==> src/rtl/serial_adder.sv <==
// serial_adder: bit-serial WIDTH-bit adder, LSB first through one full_adder with a registered carry.
// Operands load on an accepted start; sum/cout update only on the cycle done pulses.
module full_adder (
    input  logic a,
    input  logic b,
    input  logic ci,
    output logic s,
    output logic co
);
    assign s  = a ^ b ^ ci;
    assign co = (a & b) | (ci & (a ^ b));
endmodule

module serial_adder #(
    parameter int WIDTH = 8
) (
    input  logic             clk,
    input  logic             rst,
    input  logic             start,
    input  logic [WIDTH-1:0] a,
    input  logic [WIDTH-1:0] b,
    input  logic             cin,
    output logic             busy,
    output logic             done,
    output logic [WIDTH-1:0] sum,
    output logic             cout
);
    localparam int CW = $clog2(WIDTH) + 1;

    typedef enum logic [1:0] {IDLE, SHIFT, DONE} state_t;

    state_t           state_q, state_d;
    logic [WIDTH-1:0] a_sr_q, a_sr_d, b_sr_q, b_sr_d, s_sr_q, s_sr_d, sum_q, sum_d;
    logic [CW-1:0]    cnt_q, cnt_d;
    logic             c_q, c_d, cout_q, cout_d;
    logic             fa_s, fa_c;

    full_adder u_fa (.a(a_sr_q[0]), .b(b_sr_q[0]), .ci(c_q), .s(fa_s), .co(fa_c));

    always_comb begin
        state_d = state_q;
        a_sr_d  = a_sr_q;
        b_sr_d  = b_sr_q;
        s_sr_d  = s_sr_q;
        c_d     = c_q;
        cnt_d   = cnt_q;
        sum_d   = sum_q;
        cout_d  = cout_q;
        case (state_q)
            IDLE: if (start) begin
                a_sr_d  = a;
                b_sr_d  = b;
                c_d     = cin;
                cnt_d   = '0;
                state_d = SHIFT;
            end
            SHIFT: begin
                a_sr_d = a_sr_q >> 1;
                b_sr_d = b_sr_q >> 1;
                // new sum bit enters at the MSB so the LSB-first result lands aligned
                s_sr_d = WIDTH'({fa_s, s_sr_q} >> 1);
                c_d    = fa_c;
                cnt_d  = cnt_q + CW'(1);
                if (cnt_q == CW'(WIDTH - 1)) begin
                    sum_d   = s_sr_d;
                    cout_d  = fa_c;
                    state_d = DONE;
                end
            end
            DONE:    state_d = IDLE;
            default: state_d = IDLE;
        endcase
    end

    always_ff @(posedge clk or posedge rst) begin
        if (rst) begin
            state_q <= IDLE;
            a_sr_q  <= '0;
            b_sr_q  <= '0;
            s_sr_q  <= '0;
            c_q     <= 1'b0;
            cnt_q   <= '0;
            sum_q   <= '0;
            cout_q  <= 1'b0;
        end else begin
            state_q <= state_d;
            a_sr_q  <= a_sr_d;
            b_sr_q  <= b_sr_d;
            s_sr_q  <= s_sr_d;
            c_q     <= c_d;
            cnt_q   <= cnt_d;
            sum_q   <= sum_d;
            cout_q  <= cout_d;
        end
    end

    assign busy = state_q != IDLE;
    assign done = state_q == DONE;
    assign sum  = sum_q;
    assign cout = cout_q;
endmodule

==> config.mk <==
export PLATFORM = sky130hd
export DESIGN_NAME = serial_adder
export DESIGN_NICKNAME = d
export VERILOG_FILES = /design/src/rtl/serial_adder.sv
export SDC_FILE = /design/constraint.sdc
export NUM_CORES = 1
export LEC_CHECK = 0
export CORE_ASPECT_RATIO = 1.4
export CORE_MARGIN = 10
export CORE_UTILIZATION = 61
export CTS_CLUSTER_DIAMETER = 40
export DETAILED_ROUTE_END_ITERATION = 16
export DONT_BUFFER_PORTS = 1
export HOLD_SLACK_MARGIN = 0.06
export PLACE_DENSITY = 0.85
export SYNTH_ARGS = -nofsm -noshare
export SYNTH_HDL_FRONTEND = slang
export SYNTH_HIERARCHICAL = 1
export SYNTH_SLANG_ARGS = --single-unit
==> constraint.sdc <==
create_clock -name clk -period 2.05 [get_ports clk]
set_input_delay 0.41 -clock clk [delete_from_list [all_inputs] [get_ports clk]]
set_output_delay 0.41 -clock clk [all_outputs]
set_load 0.05 [all_outputs]
# After elaboration in Yosys (flattened, before gate mapping)
# Cells that the tools add are included.
[classes]
n_mux = 11
add_sub_neg = 1
n_eq_ne = 5
n_reduce_logical = 6
bitwise_logic = 5
[ops]
columns = ["cell", "count"]
rows = [
  ["$pmux 8 s2", 2],
  ["$mux 8", 2],
  ["$pmux 4 s2", 1],
  ["$reduce_and 2->1", 3],
  ["$add 4x1->4 const B", 1],
  ["$eq 4x3->1 const B", 1],
  ["$mux 2", 2],
  ["$mux 4", 1],
  ["$ne 2x2->1 const B", 2],
  ["$pmux 2 s2", 1],
  ["$reduce_bool 2->1", 2],
  ["$and 1x1->1", 2],
  ["$eq 2x1->1 const B", 1],
  ["$eq 2x2->1 const B", 1],
  ["$logic_not 2->1", 1],
  ["$pmux 1 s2", 1],
  ["$xor 1x1->1", 2],
  ["$mux 1", 1],
  ["$or 1x1->1", 1],
]
[totals]
in_bits = 20
out_inout_bits = 11
ff_bits = 40

# Logic depth before layout (Yosys ltp)
# Gate-level depths: netlist (run 1).
[depth]
ltp_word = 4
depth_mapped = 5

# By module
# Netlist (run 1), hierarchy kept.
[modules_own_cells]
columns = ["module", "cells_each", "area_per_inst_um2", "instances"]
rows = [
  ["serial_adder", 149, 1611.5, 1],
  ["full_adder", 1, 20.0, 1],
]

# Worst setup path before layout (run 1)
# No wires, ideal clock.
[synth_timing]
kind = "flip-flop to output port"
startpoint = "register state_q[0]"
endpoint = "output port done"
t_arrival_ps = 1315
n_path_buf = 1
setup_slack_ps = 325
path_stages_with_launch = 3
path_cell_list = "dfrtp_1 clkbuf_1 nor2b_1"
[synth_between]
elab_chain_len = 1
[synth_rtl]
columns = ["item", "line_no", "source"]
rows = [
  ["from (decl)", "32", "state_t state_q, state_d;"],
  ["from (signal assigned)", "86", "state_q <= state_d;"],
  ["$eq 2x2->1", "98", "assign done = state_q == DONE;"],
  ["to (decl)", "24", "output logic done,"],
]
# No other way between the ends.

# Worst setup path in the final report (run 1)
[layout_timing]
startpoint = "register state_q[0]"
endpoint = "output port busy"
[layout_between]
elab_chain_len = 1
[layout_rtl]
columns = ["item", "line_no", "source"]
rows = [
  ["$reduce_bool 2->1", "97", "assign busy = state_q != IDLE;"],
  ["to (decl)", "23", "output logic busy,"],
]
# No other way between the ends.

==> reports/results.tsv, run 1 <==
metric	value	unit
crit_arrival	1.39	ns
synth-xor-area-share	0	%
synth_top_family_by_area	compound AO/OA/AOI/OAI gates	
drt_iter0_markers	29	
nets	179	
rsz0062_at_grt	false	
start_kind	flip-flop	
rows	22	
whs	0.2309	ns
root_buffer	clkbuf_4	
seq_area_frac_synth	59.82	%
p_int	1685	uW
powerDensity	1569	nW/um^2
cts_tree	done	
track_usage	13.70	%
place_area	1699	sq um
design_area	1795	sq um
synth_seq_cells	39	
synth-simple-area-share	12.50	%
fin_cells	194	
final_antenna_net_count	0	
p_switching	1133	uW
clk_pin_slew	0.11	ns
cts_sinks	39	
final_core_util	69.39	%
min_period	1.803	ns
ir_worst_vdd	0.9950	mV
cp.required	1.64	ns
finalSetupViolCount	0	
syn2layout_area_growth	10.05	%
die_h	81.20	um
io_buffer_count	0	
hpwlAfterDp	2.385	mm
synth_area_per_cell	10.88	sq um
synth_compound_area_share	15.80	%
p_leak	0.0008282	uW
max_freq	0.5546	GHz
first_pass_iters	4	
yosysWarnings	6	
synthMuxAreaShare	6.902	%
p_sw_share	40.19	%
dieArea	5173	sq um
final_cell_mix	dfrtp_1, nand2_1, a22oi_1, o21ai_0, mux2_2	
met3_usage	7.989	%
synth_adder_area_share	1.994	%
antenna_found_initial	0	
grt_pass1_vias	1217	
start_util	63.06	%
core-area	2587	sq um
grt-busiest-layer	met2	
synthesis.area	1632	sq um
antenna_cells	0	
grt_pass1_wl	5.540	mm
post_cts_buffers	0	
path_class	reg2out	
routed_wirelength	3.225	mm
clock_latency	0.34	ns
met1_usage	13.13	%
io-pin-count	31	
combPwrFrac	26.5	%
grt_overflow_total	0	
vias	1117	
die_w	63.71	um
synth_nets	172	
drv_slew	0	
hp-class	in2reg	
place_congestion	0.8180	
slew_headroom	67.61	%
route.detailed.drc	0	
post-place-cells	185	
fin_setup_tns	0	ns
clkPwrFrac	18.7	%
post_cts_resized	0	
maxCapViolCount	0	
cts_made_buffers	5	
final_layout_size_suffix_gt1_share	17.09	%
hold_viol_final	0	
routed_via_density	5.758	
clock_skew	0.005128	ns
grt_max_degree	32	
ys_types	21	
end_kind	output pin	
pwr-share-seq	54.8	%
path_max_fanout	23	
cts_buffer_depth	2	
layout_commonest_cell	dfrtp_1	
cts_max_level	2	
outcome	finished, final reports clean	
grt_util_met2	23.59	%
post-route-period-util	87.96	%
wl_per_cell	16.62	um
worstMarginPinSlew	0.4858	ns
synthCells	150	
==> what timing repair did <==
action	4_1_cts	5_1_grt
hold endpoints to repair	8	0
hold buffers	1	0
endpoints found under the setup margin	0	0
==> cell usage after synthesis <==
cell type,count,area (sq um)
dfrtp_1,39,975.9
nand2_1,38,142.6
a22oi_1,15,112.6
o21ai_0,15,75.07
mux2_2,10,112.6
clkbuf_1,6,22.52
nor2_1,4,15.01
buf_2,3,15.01
inv_1,3,11.26
nor2b_1,3,18.77
a21oi_1,2,10.01
a22o_1,2,17.52
a32o_1,2,20.02
a31oi_1,1,6.260
a41oi_1,1,8.760
fa_1,1,20.02
ha_1,1,12.51
nand2b_1,1,6.260
nand3_1,1,5.000
nor3_4,1,16.27
o21bai_1,1,7.510
==> power by group through the flow <==
stage | clock network, uW | logic (uW) | registers (uW)
global route | 574 | 858 | 1600
finish | 527 | 746 | 1540
detailed placement | 0 | 754 | 1570
CTS | 544 | 756 | 1550
global placement | 0 | 695 | 1550
floorplan | 0 | 598 | 1500
==> final timing paths <==
path                            startpoint   endpoint  slack [ns]  cells after the start
worst min register to register   a_sr_q[6]  a_sr_q[6]        0.50                      2
min in group asynchronous              rst  s_sr_q[7]        0.44                      2
max in group asynchronous              rst  b_sr_q[6]        0.91                      3
worst max register to register  state_q[1]     sum[7]        0.38                      3
worst max-delay path            state_q[0]       busy        0.25                      3
worst min-delay path                 start  a_sr_q[7]        0.23                      1
==> area by class of cell <==
type	instances	area, sq um
Clock inverter	2	35.03
Clock buffer	6	51.30
Inverter	3	11.26
Timing Repair Buffer	9	70.07
Multi-Input combinational cell	99	606.8
Tap cell	36	45.04
Sequential cell	39	975.9
Fill cell	209	792.0
==> sequential cells by signal, indices dropped and copies added (netlist names) <==
signal	cells
cnt_q	4
c_q	1
state_q	2
cout	1
b_sr_q	8
sum	8
a_sr_q	8
s_sr_q	7
==> worst max-delay path: stages (launching register included) <==
cell     delay, ns
dfrtp_1       0.36
buf_4         0.25
nor2_1        0.10
inv_1         0.34
==> per-stage QoR <==
stage / power [uW] / setup WS, ns
final: 2818 / 0.2468
after global routing: 3027 / 0.1399
after CTS: 2854 / 0.2255
after detailed placement: 2323 / 0.3824
after global placement: 2243 / 0.4610
after floorplan: 2101 / 0.3245
==> cells by family after synthesis <==
group	count (synthesis)
compound gates	39
fa+ha+maj	2
buf+inv	12
flops	39
mux	10
simple gates	48
==> routing by layer <==
layer,vias to the layer above,part of all wire (%)
li1,532,-
met1,536,36
met2,42,51
met3,7,11
met4,0,1.6
met5,-,0
No activity file was read; power rests on OpenSTA's default activity.
==> run 2: changes to the inputs <==
Settings changed: SETUP_SLACK_MARGIN from default to 0.02, SYNTH_HIERARCHICAL 1 to default.
==> reports/results.tsv, run 2 <==
metric	value	unit	change
layout_commonest_cell	nand2_1		was dfrtp_1
post-route-period-util	88.34	%	was 87.96%
end_kind	output pin		unchanged
antenna_found_initial	0		unchanged
powerDensity	1671	nW/um^2	was 1569 nW/um^2
crit_start	state_q[1]		was state_q[0]
rows	22		unchanged
outcome	finished, final reports clean		unchanged
reg2reg_slack	0.39	ns	was 0.38 ns
clock_latency	0.35	ns	was 0.34 ns
core-area	2615	sq um	was 2587 sq um
clock_skew	0.01305	ns	was 0.005128 ns
grt_overflow_total	0		unchanged
yosys-top-cells-count	nand2_1, dfrtp_1, o21ai_0		was dfrtp_1, nand2_1, a22oi_1, o21ai_0, mux2_2
hp-class	in2reg		unchanged
synth_area_leaders	dfrtp_1, nand2_1, a22oi_1		unchanged
dieArea	5196	sq um	was 5173 sq um
synthArstFlopShare	100.0	%	unchanged
place_area	1723	sq um	was 1699 sq um
synthesis.area	1642	sq um	was 1632 sq um
drt_iter0_markers	64		was 29
nets	183		was 179
cp_slowest_stage_delay	0.45	ns	was 0.36 ns
total_power	3039	uW	was 2818 uW
grt_max_degree	24		was 32
path_max_fanout	22		was 23
post_cts_buffers	0		unchanged
synth_most_common_cell	nand2_1		was dfrtp_1
yosysWarnings	0		was 6
clk_pin_slew	0.12	ns	was 0.11 ns
cts_buffer_depth	2		unchanged
worstReg2RegStart	state_q[0]		was state_q[1]
synth_edf_count	0		unchanged
min_period	1.811	ns	was 1.803 ns
max_freq	0.5522	GHz	was 0.5546 GHz
route.detailed.drc	0		unchanged
root_buffer	clkbuf_4		unchanged
p_leak	0.0008385	uW	was 0.0008282 uW
cp.required	1.64	ns	about the same
cp_slowest_cell	or2_2		was dfrtp_1
antenna_cells	0		unchanged
cts_sinks	39		unchanged
path_class	reg2out		unchanged
routed_via_density	5.884		was 5.758
drv_slew	0		unchanged
synth_area_per_cell	10.66	sq um	was 10.88 sq um
synth_nets	176		was 172
start_util	62.78	%	was 63.06%
die_h	81.38	um	was 81.20 um
final_antenna_net_count	0		unchanged
start_kind	flip-flop		unchanged
ys_types	21		unchanged
cts_made_buffers	5		unchanged
final_layout_size_suffix_gt1_share	17.28	%	was 17.09%
worstMarginPinSlew	0.6993	ns	was 0.4858 ns
grt_pass1_wl	5.513	mm	was 5.540 mm
io_buffer_count	0		unchanged
final_cell_mix	nand2_1, dfrtp_1, o21ai_0		was dfrtp_1, nand2_1, a22oi_1, o21ai_0, mux2_2
hold_viol_final	0		unchanged
rsz0062_at_grt	false		unchanged
ys.flop_type	dfrtp_1		unchanged
synth_seq_cells	39		unchanged
synth_area_leader_cell	dfrtp_1		unchanged
crit_end	busy		unchanged
synth_top_area_share	59.45	%	was 59.82%
maxCapViolCount	0		unchanged
rr_worst_depth	3		unchanged
hpwlAfterDp	2.279	mm	was 2.385 mm
design_area	1819	sq um	was 1795 sq um
die_w	63.85	um	was 63.71 um
slew_headroom	53.33	%	was 67.61%
timing.rr.end	sum[0]		was sum[7]
finalSetupViolCount	0		unchanged
seq_area_frac_synth	59.45	%	was 59.82%
syn2layout_area_growth	10.82	%	was 10.05%
vias	1165		was 1,117
first_pass_iters	5		was 4
track_usage	13.42	%	was 13.70%
path_cells	buf_4, or2_2		was buf_4, nor2_1, inv_1
ir_worst_vdd	0.9124	mV	was 0.9950 mV
fin_setup_tns	0	ns	unchanged
place_congestion	0.7932		was 0.8180
crit_arrival	1.40	ns	was 1.39 ns
cts_max_level	2		unchanged
grt_pass1_vias	1264		was 1,217
io-pin-count	31		unchanged
wl_per_cell	15.61	um	was 16.62 um
cts_tree	done		unchanged
routed_wirelength	3.091	mm	was 3.225 mm
synthCells	154		was 150
-- run 2: cell types whose count changed after synthesis, moves of 2 or more --
cell	before	now
o21ai_0	15	18
nor2_1	4	2
nand2_1	38	43
a32o_1	2	0
-- run 2: repair_timing --
action | 4_1_cts | 5_1_grt
hold endpoints to repair | 4 | 0
gates resized for setup | 0 | 0
hold buffers | 1 | 0
-- run 2: worst min path at each step --
stage	start	to	slack, ns	depth (start not counted)
after floorplan	s_sr_q[1]	s_sr_q[1]	0.44	2
after global placement	rst	sum[4]	0.42	1
after detailed placement	rst	sum[3]	0.44	1
after CTS	start	b_sr_q[7]	0.18	2
after global routing	start	b_sr_q[7]	0.20	2
final	start	b_sr_q[7]	0.20	2
-- run 2: cell families after synthesis --
| logic type | share of synthesized area, % |
|---|---|
| adders and majority gates | 1.982 |
| muxes | 6.860 |
| buffers and inverters | 2.668 |
| AOI/OAI and AO/OA | 15.24 |
| DFF | 59.45 |
| and+or+nand+nor | 13.80 |
-- run 2: layout make-up --
class                   count  area, sq um
clock inverters             2        35.03
repair buffers              9        82.58
multi-input cells         104        621.8
inverters                   2        7.507
flip-flops and latches     39        975.9
clock buffers               6        51.30
well taps                  36        45.04
fillers                   197        795.8
-- run 2: power by group --
group / switching [uW] / total, uW / internal, uW
Sequential: 498 / 1580 / 1080
Combinational: 514 / 926 / 411
Clock: 248 / 536 / 288
-- run 2: metrics by stage --
| stage | hold slack (ns) | utilization [%] | instances | setup WS [ns] |
|---|---|---|---|---|
| 3_5_place_dp | 0.4416 | 65.89 | 189 | 0.3969 |
| 4_1_cts | 0.1813 | 69.57 | 198 | 0.2251 |
| 2_1_floorplan | 0.4402 | - | 154 | 0.2986 |
| 3_3_place_gp | 0.4215 | 65.89 | 189 | 0.4707 |
| 6_report | 0.1956 | 69.57 | 198 | 0.2390 |
| 5_1_grt | 0.1994 | 69.57 | 198 | 0.1264 |
-- run 2: critical path, delay by kind of cell, from the launching register on --
family | cells | cell delay [ns]
simple gates | 1 | 0.45
flops | 1 | 0.40
buf+inv | 1 | 0.20
-- run 2: layer usage --
metal  vias to the layer above  global-route usage, %  wire [um]
met4                         0                  4.605         44
met1                       560                  13.76       1194
li1                        552                      -          -
met3                         7                  7.438        305
met5                         -                      0          0
met2                        46                  22.75       1547
